==> config.mk <==
export PLATFORM = sky130hd
export DESIGN_NAME = seq10010_window_ctrl_flat
export DESIGN_NICKNAME = d
export VERILOG_FILES = /design/src/rtl/seq10010_window_ctrl_if.sv /design/src/rtl/seq10010_window_ctrl.sv /design/src/flat_wrapper.sv
export SDC_FILE = /design/constraint.sdc
export NUM_CORES = 1
export LEC_CHECK = 0
export ABC_AREA = 1
export BUFFER_PORTS_ARGS = -buffer_cell sky130_fd_sc_hd__buf_2
export CAP_MARGIN = 20
export CORE_ASPECT_RATIO = 1.1
export CORE_MARGIN = 2
export CORE_UTILIZATION = 53
export CTS_CLUSTER_DIAMETER = 40
export DETAILED_ROUTE_END_ITERATION = 8
export PLACE_DENSITY = 0.78
export SYNTH_ARGS = -nofsm -noshare
export SYNTH_HDL_FRONTEND = slang
export SYNTH_SLANG_ARGS = --single-unit
==> constraint.sdc <==
create_clock -name clk -period 1.69 [get_ports clk]
set_input_delay 0.338 -clock clk [delete_from_list [all_inputs] [get_ports clk]]
set_output_delay 0.338 -clock clk [all_outputs]
set_load 0.01 [all_outputs]
==> src/rtl/seq10010_window_ctrl_if.sv <==
// Bundle of host, serial-source and detector signals around the 10010 window sequencer.
// The sequencer connects through the slave modport; the host/source/detector side uses master.
interface seq10010_window_ctrl_if #(
    parameter int CNT_W = 8,
    parameter int HIT_W = 4
);
    logic             start;
    logic [CNT_W-1:0] win_len;
    logic             busy;
    logic             bit_valid;
    logic             bit_in;
    logic             bit_ready;
    logic             det_clr;
    logic             det_en;
    logic             det_in;
    logic             det_hit;
    logic             done;
    logic [HIT_W-1:0] hit_cnt;
    logic             overflow;
    logic             ack;

    modport master (
        output start, win_len, bit_valid, bit_in, det_hit, ack,
        input  busy, bit_ready, det_clr, det_en, det_in, done, hit_cnt, overflow
    );

    modport slave (
        input  start, win_len, bit_valid, bit_in, det_hit, ack,
        output busy, bit_ready, det_clr, det_en, det_in, done, hit_cnt, overflow
    );
endinterface

==> src/rtl/seq10010_window_ctrl.sv <==
// Window sequencer for a 10010 Moore detector: clears it, feeds win_len serial bits,
// counts hits (saturating, with sticky overflow) and holds the result until acknowledged.
module seq10010_window_ctrl #(
    parameter int CNT_W = 8,
    parameter int HIT_W = 4
) (
    input  logic                      clk,
    input  logic                      rst,
    seq10010_window_ctrl_if.slave     bus
);

    typedef enum logic [2:0] {
        ST_IDLE  = 3'd0,
        ST_CLR   = 3'd1,
        ST_RUN   = 3'd2,
        ST_DRAIN = 3'd3,
        ST_DONE  = 3'd4
    } state_t;

    localparam logic [CNT_W-1:0] CNT_ZERO = {CNT_W{1'b0}};
    localparam logic [CNT_W-1:0] CNT_ONE  = {{(CNT_W-1){1'b0}}, 1'b1};
    localparam logic [HIT_W-1:0] HIT_ZERO = {HIT_W{1'b0}};
    localparam logic [HIT_W-1:0] HIT_ONE  = {{(HIT_W-1){1'b0}}, 1'b1};

    state_t           state_r;
    logic [CNT_W-1:0] rem_r;
    logic [HIT_W-1:0] hit_cnt_r;
    logic             overflow_r;
    logic             adv_r;

    logic             accept_s;
    logic             count_s;
    logic             sat_s;

    // A hit is only counted in the cycle right after the detector advanced,
    // so a stalled stream cannot count the same Moore output twice.
    assign accept_s = (state_r == ST_RUN) & bus.bit_valid;
    assign count_s  = adv_r & bus.det_hit & ((state_r == ST_RUN) | (state_r == ST_DRAIN));
    assign sat_s    = &hit_cnt_r;

    assign bus.busy      = (state_r == ST_CLR) | (state_r == ST_RUN) | (state_r == ST_DRAIN);
    assign bus.bit_ready = (state_r == ST_RUN);
    assign bus.det_clr   = (state_r == ST_CLR);
    assign bus.det_en    = accept_s;
    assign bus.det_in    = bus.bit_in;
    assign bus.done      = (state_r == ST_DONE);
    assign bus.hit_cnt   = hit_cnt_r;
    assign bus.overflow  = overflow_r;

    // Window FSM, remaining-bit counter and saturating hit counter.
    always_ff @(posedge clk or negedge rst) begin
        if (!rst) begin
            state_r    <= ST_IDLE;
            rem_r      <= CNT_ZERO;
            hit_cnt_r  <= HIT_ZERO;
            overflow_r <= 1'b0;
            adv_r      <= 1'b0;
        end else begin
            adv_r <= accept_s;
            case (state_r)
                ST_IDLE: begin
                    if (bus.start) begin
                        if (bus.win_len != CNT_ZERO) begin
                            rem_r   <= bus.win_len;
                            state_r <= ST_CLR;
                        end else begin
                            hit_cnt_r  <= HIT_ZERO;
                            overflow_r <= 1'b0;
                            state_r    <= ST_DONE;
                        end
                    end else begin
                        state_r <= ST_IDLE;
                    end
                end
                ST_CLR: begin
                    hit_cnt_r  <= HIT_ZERO;
                    overflow_r <= 1'b0;
                    adv_r      <= 1'b0;
                    state_r    <= ST_RUN;
                end
                ST_RUN, ST_DRAIN: begin
                    if (count_s) begin
                        if (sat_s) begin
                            overflow_r <= 1'b1;
                        end else begin
                            hit_cnt_r <= hit_cnt_r + HIT_ONE;
                        end
                    end else begin
                        hit_cnt_r <= hit_cnt_r;
                    end
                    if (state_r == ST_DRAIN) begin
                        state_r <= ST_DONE;
                    end else if (accept_s) begin
                        rem_r <= rem_r - CNT_ONE;
                        if (rem_r == CNT_ONE) begin
                            state_r <= ST_DRAIN;
                        end else begin
                            state_r <= ST_RUN;
                        end
                    end else begin
                        state_r <= ST_RUN;
                    end
                end
                ST_DONE: begin
                    if (bus.ack) begin
                        state_r <= ST_IDLE;
                    end else begin
                        state_r <= ST_DONE;
                    end
                end
                default: begin
                    state_r <= ST_IDLE;
                end
            endcase
        end
    end

endmodule

==> src/flat_wrapper.sv <==
// flat-port wrapper written by rule: the top's interface ports become plain ports
module seq10010_window_ctrl_flat 
#(
    parameter int CNT_W = 8,
    parameter int HIT_W = 4
)
  (clk, rst, bus_start, bus_win_len, bus_bit_valid, bus_bit_in, bus_det_hit, bus_ack, bus_busy, bus_bit_ready, bus_det_clr, bus_det_en, bus_det_in, bus_done, bus_hit_cnt, bus_overflow);
  seq10010_window_ctrl_if #(.CNT_W(CNT_W), .HIT_W(HIT_W)) bus_i ();
  input  logic clk;
  input  logic rst;
  input wire logic [$bits(bus_i.start)-1:0] bus_start;
  input wire logic [$bits(bus_i.win_len)-1:0] bus_win_len;
  input wire logic [$bits(bus_i.bit_valid)-1:0] bus_bit_valid;
  input wire logic [$bits(bus_i.bit_in)-1:0] bus_bit_in;
  input wire logic [$bits(bus_i.det_hit)-1:0] bus_det_hit;
  input wire logic [$bits(bus_i.ack)-1:0] bus_ack;
  output wire logic [$bits(bus_i.busy)-1:0] bus_busy;
  output wire logic [$bits(bus_i.bit_ready)-1:0] bus_bit_ready;
  output wire logic [$bits(bus_i.det_clr)-1:0] bus_det_clr;
  output wire logic [$bits(bus_i.det_en)-1:0] bus_det_en;
  output wire logic [$bits(bus_i.det_in)-1:0] bus_det_in;
  output wire logic [$bits(bus_i.done)-1:0] bus_done;
  output wire logic [$bits(bus_i.hit_cnt)-1:0] bus_hit_cnt;
  output wire logic [$bits(bus_i.overflow)-1:0] bus_overflow;
  assign bus_i.start = bus_start;
  assign bus_i.win_len = bus_win_len;
  assign bus_i.bit_valid = bus_bit_valid;
  assign bus_i.bit_in = bus_bit_in;
  assign bus_i.det_hit = bus_det_hit;
  assign bus_i.ack = bus_ack;
  assign bus_busy = bus_i.busy;
  assign bus_bit_ready = bus_i.bit_ready;
  assign bus_det_clr = bus_i.det_clr;
  assign bus_det_en = bus_i.det_en;
  assign bus_det_in = bus_i.det_in;
  assign bus_done = bus_i.done;
  assign bus_hit_cnt = bus_i.hit_cnt;
  assign bus_overflow = bus_i.overflow;
  seq10010_window_ctrl #(.CNT_W(CNT_W), .HIT_W(HIT_W)) u_core (.clk(clk), .rst(rst), .bus(bus_i));
endmodule
==> flow_summary.ini, run 1 <==
[clock_network]
clk_latency_ns = 0.29
tritoncts = done
cts.htree.levels = 1
numClockSinks = 17
root_buffer = clkbuf_4
cts_buffer_depth = 2
cts_inserted_buffers = 3
clk_pin_slew_worst_paths_ns = 0.10

[floorplanning]
fp-row-count = 18
initial_core_util_pct = 54.9
die_y_um = 54.1
ios = 26
core_area_um2 = 2210
fp.dieW_um = 49.6
dieArea_um2 = 2680

[route]
first_pass_iters = 4
wirelength_mm = 2.71
avgViaCountPerCell = 5.06
postRouteAntennaNets = 0
vias = 1180
drc = 0
first_iter_violations = 38
routedWlPerCell_um = 11.6

[global_routing]
met2_usage_pct = 42.9
track_usage_pct = 21.8
grt_first_pass_wirelength_mm = 4.37
met1_usage_pct = 22.8
antenna_found_initial = 0
grt-ovfl-total = 0
grtUsageMet3_pct = 3.89
grt_pass1_vias = 1104
busiest_layer = met2
grt_max_degree = 18

[worst_hold_path]
worstHoldStart = bus_ack
hold_end = u_core.state_r[2]$_DFF_PN0_
holdCritPathClass = in2reg
hold_depth = 2

[setup_path]
r2r_end = u_core.rem_r[5]$_DFFE_PN0P_
cp_max_fo = 4
worst_path_max_delay_cell = dfrtp_2
critPathLaunchType = flip-flop
crit_arrival_ns = 1.25
crit_path_end_kind = primary output
cp_top_family = flip-flops
crit_chain = nor2_2 > nand3_2 > inv_1 > buf_2
cpPeakStageDelay_ns = 0.46
r2r_slack_ns = 0.13
cp_num_buf_inv = 2
cp.required_ns = 1.35
reg2reg_from = u_core.state_r[2]$_DFF_PN0_
r2r_cells = 9
worstSetupPathType = reg2out

[logic_synthesis]
ys_ff_latch = 17
syn_area_um2 = 1210
yosysUniqueCellTypes = 24
syn_avg_cell_area_um2 = 6.80
yosysSeqAreaShare_pct = 35.1
yosysWarnings = 0
synthesis.nets = 196
syn_inst = 178

[timing]
hold_slack_ns = 0.303
fin_skew_ns = 0.00704
tightest_slew_ns = 0.385
fin_crit_sh_pct = 94.2
hold_violations = 0
setup_violations = 0
slew_headroom_pct = 74.3
fmax_mhz = 628
period_minus_slack_ns = 1.59
slew_viol_final = 0

[finish]
mostFrequentLayoutCells = nand2_1 (54), inv_1 (27), buf_2 (23), nor2_1 (22)
final_common_cell = nand2_1
fin_util_pct = 62.2
finalNetCount = 222
area_growth_pct = 13.4
fillerInstances = 219
num_antenna_cells = 0
instances_no_fill = 233
drive_gt1_share_pct = 22.7

[pwr]
total_power_mw = 2.50
max-vdd-ir-drop_v = 0.00111
powerDensity_nw_per_um2 = 1820
p_leak_nw = 0.798

[place]
hpwl_mm = 2.09
port_buffers = 23
dp_cells = 228
place_congestion = 0.924

[flow_run]
cap_viol_max_count = 0

[status]
status = finished, final reports clean
==> metrics by stage <==
step	setup TNS (ns)	cell area [µm²]	setup slack, ns
floorplan	0	1210	0.364
global placement	0	1330	0.185
detailed placement	0	1330	0.0966
CTS	0	1370	0.0391
global route	-0.0239	1370	-0.0136
finish	0	1370	0.0978
==> cell type report <==
cell class,instances,area [µm²],share of cell area (%)
Inverter,28,105,7.65
Multi-Input combinational cell,129,644,46.9
Clock buffer,4,26.3,1.91
Tap cell,30,37.5,2.73
Timing Repair Buffer,25,133,9.65
Sequential cell,17,428,31.1
==> worst max-delay path by stage <==
stage / startpoint / to / cells after the start
2_1_floorplan: u_core.state_r[0]$_DFF_PN0_ / u_core.rem_r[1]$_DFFE_PN0P_ / 7
3_3_place_gp: u_core.state_r[0]$_DFF_PN0_ / u_core.rem_r[3]$_DFFE_PN0P_ / 8
3_5_place_dp: u_core.state_r[0]$_DFF_PN0_ / u_core.rem_r[5]$_DFFE_PN0P_ / 8
4_1_cts: u_core.state_r[0]$_DFF_PN0_ / bus_det_en / 4
5_1_grt: u_core.state_r[2]$_DFF_PN0_ / u_core.rem_r[3]$_DFFE_PN0P_ / 9
6_report: u_core.state_r[0]$_DFF_PN0_ / bus_det_en / 4
==> synthesized netlist by cell type <==
cell type  instances  area share [%]
nand2_1           54              17
inv_1             27             8.4
nor2_1            22             6.8
dfrtp_1           17              35
nand3_1           16             6.6
o21ai_0           10             4.1
buf_6              3             2.8
ha_1               3             3.1
nand2_2            3             1.5
nand4_1            3             1.5
nand3_2            2             1.7
nor2_2             2             1.0
nor2_4             2             1.9
nor3_1             2            0.83
o21ai_2            2             1.4
or2_2              2             1.0
a21oi_2            1            0.72
buf_4              1            0.62
inv_2              1            0.31
nand2_4            1            0.93
o21a_1             1            0.62
o311ai_0           1            0.72
o32ai_1            1            0.72
xor2_1             1            0.72
==> registers in the layout, indices dropped and copies added, names as in the netlist <==
register / cells
u_core.bus.hit_cnt: 4
u_core.rem_r: 8
u_core.bus.overflow: 1
u_core.state_r: 3
u_core.adv_r: 1
==> timing repair <==
action                                  CTS  global route
hold endpoints to repair                 17             0
hold buffers                              1             0
setup buffers                             0             0
resized for setup                         0             3
endpoints found under the setup margin    0             5
==> cell families (layout without fill, tap and decap cells) <==
kind of cell	Yosys count	after routing	share of synthesized area (%)
and+or+nand+nor	109	109	40.6
AOI/OAI and AO/OA	16	16	8.37
adders and majority gates	3	3	3.10
xor gates and xnor gates	1	1	0.723
DFF	17	17	35.1
buffers and inverters	32	57	12.1
==> power breakdown <==
group | total, mW | internal, mW | switching, mW
clock | 0.220 | 0.0918 | 0.128
sequential | 0.761 | 0.569 | 0.192
combinational | 1.52 | 0.536 | 0.983
==> routing by layer <==
| layer | vias up | share of wire (%) |
|---|---|---|
| met2 | 32 | 53 |
| li1 | 603 | - |
| met3 | 6 | 3.3 |
| met1 | 539 | 42 |
| met4 | 0 | 1.7 |
| met5 | - | 0 |
(Power assumes the default switching activity.)
==> inputs of run 2 (changes only) <==
--- a/config.mk
+++ b/config.mk
@@ -14,6 +14,7 @@
 export CTS_CLUSTER_DIAMETER = 40
 export DETAILED_ROUTE_END_ITERATION = 8
 export PLACE_DENSITY = 0.78
+export REMOVE_ABC_BUFFERS = 1
 export SYNTH_ARGS = -nofsm -noshare
 export SYNTH_HDL_FRONTEND = slang
 export SYNTH_SLANG_ARGS = --single-unit
==> run 2 against run 1 <==
- wire length increased by 0.41%
- sequential power grew 1%
- worst hold slack better by 0.0098 ns
- flip-flop and latch count stayed put
- global-route usage is 0.61 points higher
- fmax fell by 1.6%
- clock power decreased by 3%
- sequential share of layout area is 0.22 points lower
- worst setup slack worse by 0.025 ns
- critical path depth rose by 1
- non-clock buffer count up 1
- first-iteration DRC count shrank 47%
- critical endpoint unchanged
==> flow_summary.ini, run 2 (synthesis results as in run 1) <==
[clock_network]
cts_buffer_depth = 2
root_buffer = clkbuf_4
clk_pin_slew_worst_paths_ns = 0.09
clk_latency_ns = 0.28
tritoncts = done
numClockSinks = 17
cts_inserted_buffers = 3
cts.htree.levels = 1

[finish]
max_flop_register = u_core.rem_r
drive_gt1_share_pct = 23.5
area_growth_pct = 14.6
largest_reg_flops = 8
finalNetCount = 223
final_common_cell = nand2_1
mostFrequentLayoutCells = nand2_1 (54), inv_1 (27), buf_2 (23), nor2_1 (22), nand3_1 (15)
num_antenna_cells = 0
instances_no_fill = 234

[setup_path]
critPathLaunchType = flip-flop
crit_arrival_ns = 1.28
crit_chain = nor2_4 > nand3_2 > buf_4 > inv_1 > buf_2
cp_top_family = flip-flops
worstSetupPathType = reg2out
cp_num_buf_inv = 3
cp.required_ns = 1.35
worst_path_max_delay_cell = dfrtp_2
crit_path_end_kind = primary output
cp_max_fo = 4
cpPeakStageDelay_ns = 0.47

[route]
postRouteAntennaNets = 0
first_pass_iters = 4
vias = 1164
drc = 0
avgViaCountPerCell = 4.97
first_iter_violations = 20
wirelength_mm = 2.72
routedWlPerCell_um = 11.6

[timing]
rsz0062_at_grt = yes
slew_viol_final = 0
fin_crit_sh_pct = 95.7
setup-tns-final_ns = 0
setup_violations = 0
fin_ws_ns = 0.0725
fin_skew_ns = 0.00200
hold_violations = 0
hold_slack_ns = 0.313
tightest_slew_ns = 0.381
period_minus_slack_ns = 1.62
slew_headroom_pct = 74.6
fmax_mhz = 618

[global_routing]
grt_pass1_vias = 1075
grt_max_degree = 18
track_usage_pct = 22.4
grt-ovfl-total = 0
antenna_found_initial = 0
grt_first_pass_wirelength_mm = 4.55

[place]
port_buffers = 23
place_congestion = 0.882
preCtsSetupSlack_ns = 0.135
hpwl_mm = 2.08
dp_cells = 228

[pwr]
switching_power_mw = 1.30
powerDensity_nw_per_um2 = 1800
power_frac_seq_pct = 30.9
cellInternalPower_mw = 1.20
p_comb_share_pct = 60.6
max-vdd-ir-drop_v = 0.00119
total_power_mw = 2.50
p_leak_nw = 0.803
clockPowerShare_pct = 8.5
p_sw_share_pct = 52.1

[floorplanning]
die_y_um = 54.1
fp-row-count = 18
ios = 26
initial_core_util_pct = 54.9
fp.dieW_um = 49.6
core_area_um2 = 2210
dieArea_um2 = 2680

[flow_run]
cap_viol_max_count = 0

[status]
status = finished, final reports clean

[worst_hold_path]
holdCritPathClass = in2reg
[run 2: cell types whose count changed in the layout (fill, tap and decap cells not counted), sizes merged]
cell / delta
buf: +1
[run 2: through the flow]
stage / cell area [µm²] / utilization (%)
global placement: 1330 / 60.3
floorplan: 1170 / -
CTS: 1370 / 62.2
detailed placement: 1330 / 60.3
finish: 1390 / 62.9
global route: 1390 / 62.9
[run 2: final timing paths]
kind | cells past startpoint | slack, ns | start | end
setup / recovery | 5 | 0.07 | u_core.state_r[0]$_DFF_PN0_ | bus_det_en
hold reg to reg | 2 | 0.48 | u_core.bus.overflow$_DFFE_PN0P_ | u_core.bus.overflow$_DFFE_PN0P_
hold / removal | 2 | 0.31 | bus_ack | u_core.state_r[2]$_DFF_PN0_
max in group asynchronous | 2 | 0.90 | rst | u_core.state_r[2]$_DFF_PN0_
setup reg to reg | 9 | 0.17 | u_core.state_r[1]$_DFF_PN0_ | u_core.rem_r[6]$_DFFE_PN0P_
min in group asynchronous | 2 | 0.49 | rst | u_core.rem_r[4]$_DFFE_PN0P_
[run 2: repair_timing]
item                                    CTS  global route
gates resized for setup                   2             3
setup buffers                             0             1
hold endpoints to repair                 17             0
pin swaps                                 0             1
hold buffers                              1             0
endpoints found under the setup margin    1             6
[run 2: power groups by stage]
stage	Combinational [mW]	Sequential [mW]	Clock, mW
2_1_floorplan	1.12	0.726	0
3_3_place_gp	1.43	0.756	0
3_5_place_dp	1.47	0.766	0
4_1_cts	1.49	0.764	0.221
5_1_grt	1.73	0.802	0.245
6_report	1.51	0.772	0.214
[run 2: metal layers]
metal,GRT usage (%),up-vias,wire [µm]
li1,-,608,-
met1,27.0,531,1180
met2,40.7,21,1410
met3,3.06,4,98
met4,9.26,0,24
met5,0,-,0
[run 2: layout make-up]
| class | instances | area (µm²) |
|---|---|---|
| repair buffers | 26 | 140 |
| fillers | 226 | 820 |
| well taps | 30 | 37.5 |
| clock buffers | 4 | 26.3 |
| inverters | 28 | 105 |
| multi-input cells | 129 | 649 |
| flip-flops and latches | 17 | 429 |
